$ cat config.mk
export PLATFORM = sky130hd
export DESIGN_NAME = cia_int_ctrl
export DESIGN_NICKNAME = d
export VERILOG_FILES = /design/src/rtl/cia_int_ctrl_pkg.sv /design/src/rtl/cia_int_ctrl.sv
export SDC_FILE = /design/constraint.sdc
export NUM_CORES = 1
export LEC_CHECK = 0
export ABC_AREA = 0
export CAP_MARGIN = 20
export CELL_PAD_IN_SITES_DETAIL_PLACEMENT = 1
export CELL_PAD_IN_SITES_GLOBAL_PLACEMENT = 2
export CORE_ASPECT_RATIO = 1.25
export CORE_UTILIZATION = 30
export CTS_CLUSTER_SIZE = 14
export DETAILED_ROUTE_END_ITERATION = 7
export GPL_ROUTABILITY_DRIVEN = 0
export MAX_ROUTING_LAYER = met4
export PLACE_DENSITY_LB_ADDON = 0.1
export SLEW_MARGIN = 0
export SYNTH_ARGS = -nofsm -noshare
export SYNTH_HDL_FRONTEND = slang
export SYNTH_SLANG_ARGS = --single-unit
$ cat constraint.sdc
create_clock -name clk -period 2.5 [get_ports clk]
set_input_delay 0.25 -clock clk [delete_from_list [all_inputs] [get_ports clk]]
set_output_delay 0.25 -clock clk [all_outputs]
set_load 0.1 [all_outputs]
$ cat src/rtl/cia_int_ctrl_pkg.sv
// cia_pkg: shared definitions for the CIA interrupt control register block.
//   - ICR bit positions for the five interrupt sources
//   - Set/clear control bit on writes and IR summary bit on reads
//   - Read access FSM state encoding
package cia_pkg;

    localparam int NSRC = 5;

    localparam int ICR_TA   = 0;
    localparam int ICR_TB   = 1;
    localparam int ICR_ALRM = 2;
    localparam int ICR_SP   = 3;
    localparam int ICR_FLG  = 4;

    localparam int ICR_SETCLR = 7;
    localparam int ICR_IR     = 7;

    typedef enum logic {
        IDLE = 1'b0,
        READ = 1'b1
    } state_t;

endpackage

$ cat src/rtl/cia_int_ctrl.sv
// cia_int_ctrl: interrupt control register (ICR) for one CIA.
// Latches one-tick event strobes as pending flags, masks them with a
// set/clear mask register and drives a registered interrupt request.
// A CPU read snapshots the pending flags; only the snapshotted bits are
// cleared when the access ends, so events arriving mid-read stay pending.
//
// Ports:
//   clk      in   system clock
//   reset    in   asynchronous active-high reset
//   clk7_en  in   clock enable, all state advances only when high
//   wr       in   bus write enable (0 = read)
//   icrs     in   ICR register select, high for the whole access
//   data_in  in   [7:0] bus write data (bit 7 = set/clear, 4:0 = mask bits)
//   data_out out  [7:0] bus read data, 0 unless icrs & ~wr
//   ta, tb, alrm, ser, flag  in  event strobes (one clk7_en tick wide)
//   irq      out  interrupt request, active high, registered
//
// State | meaning
// IDLE  | no read access in progress
// READ  | read in progress, r_snap holds the bits being reported
module cia_int_ctrl
    import cia_pkg::*;
(
    input  logic       clk,
    input  logic       reset,
    input  logic       clk7_en,
    input  logic       wr,
    input  logic       icrs,
    input  logic [7:0] data_in,
    output logic [7:0] data_out,
    input  logic       ta,
    input  logic       tb,
    input  logic       alrm,
    input  logic       ser,
    input  logic       flag,
    output logic       irq
);

    state_t            r_state;
    state_t            w_state_next;
    logic [NSRC-1:0]   r_icr;
    logic [NSRC-1:0]   r_imr;
    logic [NSRC-1:0]   r_snap;
    logic              r_irq;

    logic [NSRC-1:0]   w_ev;
    logic [NSRC-1:0]   w_icr_next;
    logic [NSRC-1:0]   w_imr_next;
    logic [NSRC-1:0]   w_snap_next;
    logic [NSRC-1:0]   w_view;
    logic              w_rd;
    logic              w_wr;
    logic              w_rd_enter;
    logic              w_rd_exit;
    logic              w_unused;

    assign w_ev[ICR_TA]   = ta;
    assign w_ev[ICR_TB]   = tb;
    assign w_ev[ICR_ALRM] = alrm;
    assign w_ev[ICR_SP]   = ser;
    assign w_ev[ICR_FLG]  = flag;

    assign w_rd = icrs & ~wr;
    assign w_wr = icrs & wr;

    // Bits 6:5 of a write carry no meaning for this register.
    assign w_unused = ^data_in[6:5];

    assign w_rd_enter = (r_state == IDLE) & w_rd;
    assign w_rd_exit  = (r_state == READ) & ~w_rd;

    // State register and datapath registers
    always_ff @(posedge clk or posedge reset) begin
        if (reset) begin
            r_state <= IDLE;
            r_icr   <= '0;
            r_imr   <= '0;
            r_snap  <= '0;
            r_irq   <= 1'b0;
        end else if (clk7_en) begin
            r_state <= w_state_next;
            r_icr   <= w_icr_next;
            r_imr   <= w_imr_next;
            r_snap  <= w_snap_next;
            r_irq   <= |(w_icr_next & w_imr_next);
        end
    end

    // Next-state logic
    always_comb begin
        w_state_next = r_state;
        case (r_state)
            IDLE:    if (w_rd) w_state_next = READ;
            READ:    if (!w_rd) w_state_next = IDLE;
            default: w_state_next = IDLE;
        endcase
    end

    // Outputs and register next values
    always_comb begin
        w_snap_next = r_snap;
        w_imr_next  = r_imr;
        // New events always set; on read exit they are OR-ed after the
        // clear so a coincident event wins.
        w_icr_next  = r_icr | w_ev;
        if (w_rd_enter)
            w_snap_next = r_icr | w_ev;
        if (w_rd_exit)
            w_icr_next = (r_icr & ~r_snap) | w_ev;
        if (w_wr) begin
            if (data_in[ICR_SETCLR])
                w_imr_next = r_imr | data_in[NSRC-1:0];
            else
                w_imr_next = r_imr & ~data_in[NSRC-1:0];
        end

        // On the entry tick the snapshot is not registered yet, so show
        // the live value to keep reads zero-latency.
        w_view   = (r_state == IDLE) ? (r_icr | w_ev) : r_snap;
        data_out = 8'h00;
        if (w_rd) begin
            data_out[NSRC-1:0] = w_view;
            data_out[ICR_IR]   = |(w_view & r_imr);
        end
    end

    assign irq = r_irq;

endmodule

[Word level (Yosys, flattened, before mapping)]
Cells that the tools add are included.
Storage, ports and cells
  register bits: 17
  latch bits: 0
  RAM bits: 0
  memory bits (read-only): 0
  input bits: 18
  output and inout port bits: 9
  logic and storage cells: 31
  memories: 0
Operators by class
  add/subtract/negate cells: 0
  multipliers: 0
  div/mod/pow operators: 0
  magnitude comparators: 0
  equality and inequality tests: 0
  shift-type cells: 0
  multiplexer cells: 7
  bitwise gates (word level): 16
  reduce and logical (&&, ||, !) cells: 3
Operators by type and width (number)
  two-way mux 5 bit: 5
  bitwise AND 5 bit: 4
  bitwise OR 5 bit: 3
  NOT 5 bit: 2
  OR reduction 5 bit: 2
  bitwise AND 1 bit: 4
  NOT 1 bit: 3
  two-way mux 1 bit: 2
  AND reduction 2 bit: 1

[Depth between registers and ports, before layout]
  word-level depth: 7
  gate-level depth with buffers: 7
  mapped depth without buffers: 5

[Worst setup path after synthesis]
OpenSTA, ideal clock, no wires.
  path type: input -> output
  start point: input port icrs
  end point: output port data_out[0]
  data arrival time: 2.659 ns
  data required time: 2.250 ns
  setup slack: -0.409 ns
  stages on the path: 4
  cell sequence: buf_4 > nand2b_4 > buf_8 > nor3_1
Between the ends
  word-level cells in the longest chain between the ends: 2
RTL lines
  start: declaration: RTL line cia_int_ctrl.sv:28  | input logic icrs,
  bitwise AND 1 bit: RTL line cia_int_ctrl.sv:63  | assign w_rd = icrs & ~wr;
  two-way mux 5 bit: RTL line cia_int_ctrl.sv:121  | if (w_rd) begin
  end: declaration: RTL line cia_int_ctrl.sv:30  | output logic [7:0] data_out,
Every way passes these cells.

[Worst setup path after layout]
  start point: register r_state
  end point: output port data_out[7]
Between the ends
  word-level cells in the longest chain between the ends: 4
RTL lines
  start: declaration: RTL line cia_int_ctrl.sv:39  | state_t r_state;
  start signal: assignment: RTL line cia_int_ctrl.sv:81  | r_state <= w_state_next;
  two-way mux 5 bit: RTL line cia_int_ctrl.sv:119  | w_view = (r_state == IDLE) ? (r_icr | w_ev) : r_snap;
  bitwise AND 5 bit: RTL line cia_int_ctrl.sv:123  | data_out[ICR_IR] = |(w_view & r_imr);
  OR reduction 5 bit: RTL line cia_int_ctrl.sv:123
  two-way mux 1 bit: RTL line cia_int_ctrl.sv:121
Every way passes these cells.

==> results.toml <==
[synthesis]
ys_seq_area_share_pct = 41.3
yosysWarnings = 0
synth_area_leaders = "dfrtp_1, nor2_1, mux2_2, a21oi_1, mux2i_1"
yosysTopAreaCellShare_pct = 41.3
synthesis.area_sq_mm = 0.00103
synth_cells = 117
avgSynthCellArea_sq_um = 8.80
synth_top_cell_by_area = "dfrtp_1"
ys_seq_elements = 17
ys_types = 26

[drt]
drc_errors = 0
drt_wl_total_um = 2550
ant_nets = 0
vias = 921
wire_per_inst_um = 14.5
dr.pass1.iters = 4
viasPerCell = 5.23
drt_iter0_markers = 10

[cells_and_area]
nets = 158
antenna_cells = 0
area_growth_pct = 32.6
final_area_sq_mm = 0.00137
nFillCells = 396
layout-drive-gt1-share_pct = 15.8
fin_util_pct = 42.0

[timing]
max_freq_mhz = 491
setup_slack_ns = 0.463
rsz0062_at_grt = "false"
setup_viol = 0
period_minus_slack_ns = 2.04
setup_tns_ns = 0
slew_headroom_pct = 56.5
max_slew.worst_pin.slew_ns = 0.651
hold_viol = 0
fin_crit_sh_pct = 81.5
drv_slew = 0
skew_ns = 0.00393

[critical_path]
critical_path.max_stage_delay_ns = 0.46
slowest_stage = "dfrtp_1"
path_class = "register to output port"
worst_setup_path_start_kind = "register"
cp_cell_sequence = "inv_1 -> nor2_1 -> nor3b_1 -> nor3_1 -> a21oi_1 -> buf_12"
end_kind = "output port"
critPathMaxFanout = 7
crit_arrival_ns = 1.79
required_ns = 2.25

[clock_tree]
clk_pin_slew_ns = 0.07
cts_resized = 0
ctsHoldBuffers = 0
cts_root_buf = "clkbuf_8"
h-tree-depth = 1
numCtsBuffers = 3
clockBufferDepth = 2
clkSinkCount = 17
postCtsSetupBuffers = 0
clock_latency_ns = 0.25
cts_tree = "yes"

[grt]
grt_max_degree = 18
grt_first_pass_wirelength_um = 4230
grtUsageTotal_pct = 16.9
antenna_found_initial = 0
grt_pass1_vias = 896
grt.overflow.total = 0

[die]
core_region_area_sq_mm = 0.00325
fp.dieW_um = 54.4
die_h_um = 67.5
die_area_sq_mm = 0.00367
rows = 23
initial_core_util_pct = 31.7
io_pins = 27

[outcome]
status = "finished, final reports clean"

[place]
io_buffers = 22
dp_slack_ns = 0.525
dp_hpwl_um = 2000
post_dp_cell_area_sq_mm = 0.00132

[power_and_ir_drop]
peakVddDrop_v = 0.000285
finalPower_mw = 0.885
p_leak_nw = 0.584
power-per-cell-area_mw_per_mm2 = 648

[run]
drv_cap = 0

[hold_path]
worstHoldPathType = "primary input to async pin"
## metrics by stage
| stage | instances | hold slack, ns |
|---|---|---|
| after CTS | 176 | 0.415 |
| final | 176 | 0.388 |
| after global routing | 176 | 0.466 |
| after global placement | 172 | 0.501 |
| after floorplan | 118 | 0.176 |
| after detailed placement | 172 | 0.509 |
## flip-flops by register name (all words and copies together) (netlist names)
name and flops:
r_snap 5, irq 1, r_imr 5, r_state 1, r_icr 5
## final cells by class
type | instances | area, sq um | share of cell area, %
well taps | 37 | 46.3 | 3.39
flip-flops and latches | 17 | 425 | 31.2
multi-input cells | 87 | 529 | 38.8
repair buffers | 24 | 293 | 21.4
clock buffers | 4 | 45.0 | 3.30
inverters | 7 | 26.3 | 1.92
## cell families (layout without fill, tap and decap cells)
kind of cell    after synthesis  in the layout  synth area share, %
compound gates               22             22                 13.1
buf+inv                      14             35                 7.65
flops                        17             17                 41.3
mux                          11             11                 11.4
other cells                   1              2                0.364
simple gates                 52             52                 26.1
## where the power goes
| part | switching (mW) | internal (mW) |
|---|---|---|
| clock network | 0.0902 | 0.113 |
| registers | 0.0421 | 0.319 |
| logic | 0.191 | 0.130 |
| total | 0.323 | 0.562 |
## per-layer routing
metal / GRT usage (%) / routed length [um]
met2: 26.7 / 1270
met4: 6.73 / 24
met3: 2.03 / 96
met5: - / 0
met1: 21.5 / 1160
## Yosys cell counts
library cell / count
nor2_1: 22
inv_1: 7
nor3b_1: 4
mux2i_1: 5
conb_1: 1
mux2_2: 6
a21oi_1: 11
clkbuf_1: 1
and3_2: 1
o22a_1: 1
nor3b_4: 1
nand3_1: 7
and2_2: 1
buf_1: 1
buf_4: 4
nand4_1: 1
a31oi_1: 5
nor3_1: 9
o21ai_1: 1
buf_8: 1
a22o_1: 2
nand2b_4: 1
and2b_1: 1
o221ai_1: 2
nand2_1: 4
dfrtp_1: 17
## placed cells by master, fill, tap and decap left out, drive strengths merged, types with 2 or more instances in the layout
cell           netlist  layout
clkbuf               1       4
clkdlybuf4s50        0      15
nand3                7       7
nor2                22      22
nor3                 9       9
buf                  6       9
a21oi               11      11
inv                  7       7
conb                 1       2
a22o                 2       2
nor3b                5       5
mux2i                5       5
mux2                 6       6
nand2                4       4
a31oi                5       5
dfrtp               17      17
o221ai               2       2
## critical path, delay by kind of cell, from the launching register on
kind	cells	cell delay (ns)
buf+inv	2	0.42
simple gates	3	0.41
flops	1	0.46
compound gates	1	0.25
## worst paths after layout
check                           slack, ns  cells after the start           to     from
worst max-delay path                 0.46                      6  data_out[7]  r_state
worst min-delay path                 0.39                      2    r_snap[3]    reset
worst max register to register       1.09                      5          irq  r_state
worst min register to register       0.53                      1          irq      irq
max in group asynchronous            1.69                      2     r_imr[0]    reset
min in group clk                     0.53                      1          irq      irq
No activity file was read; power rests on OpenSTA's default activity.
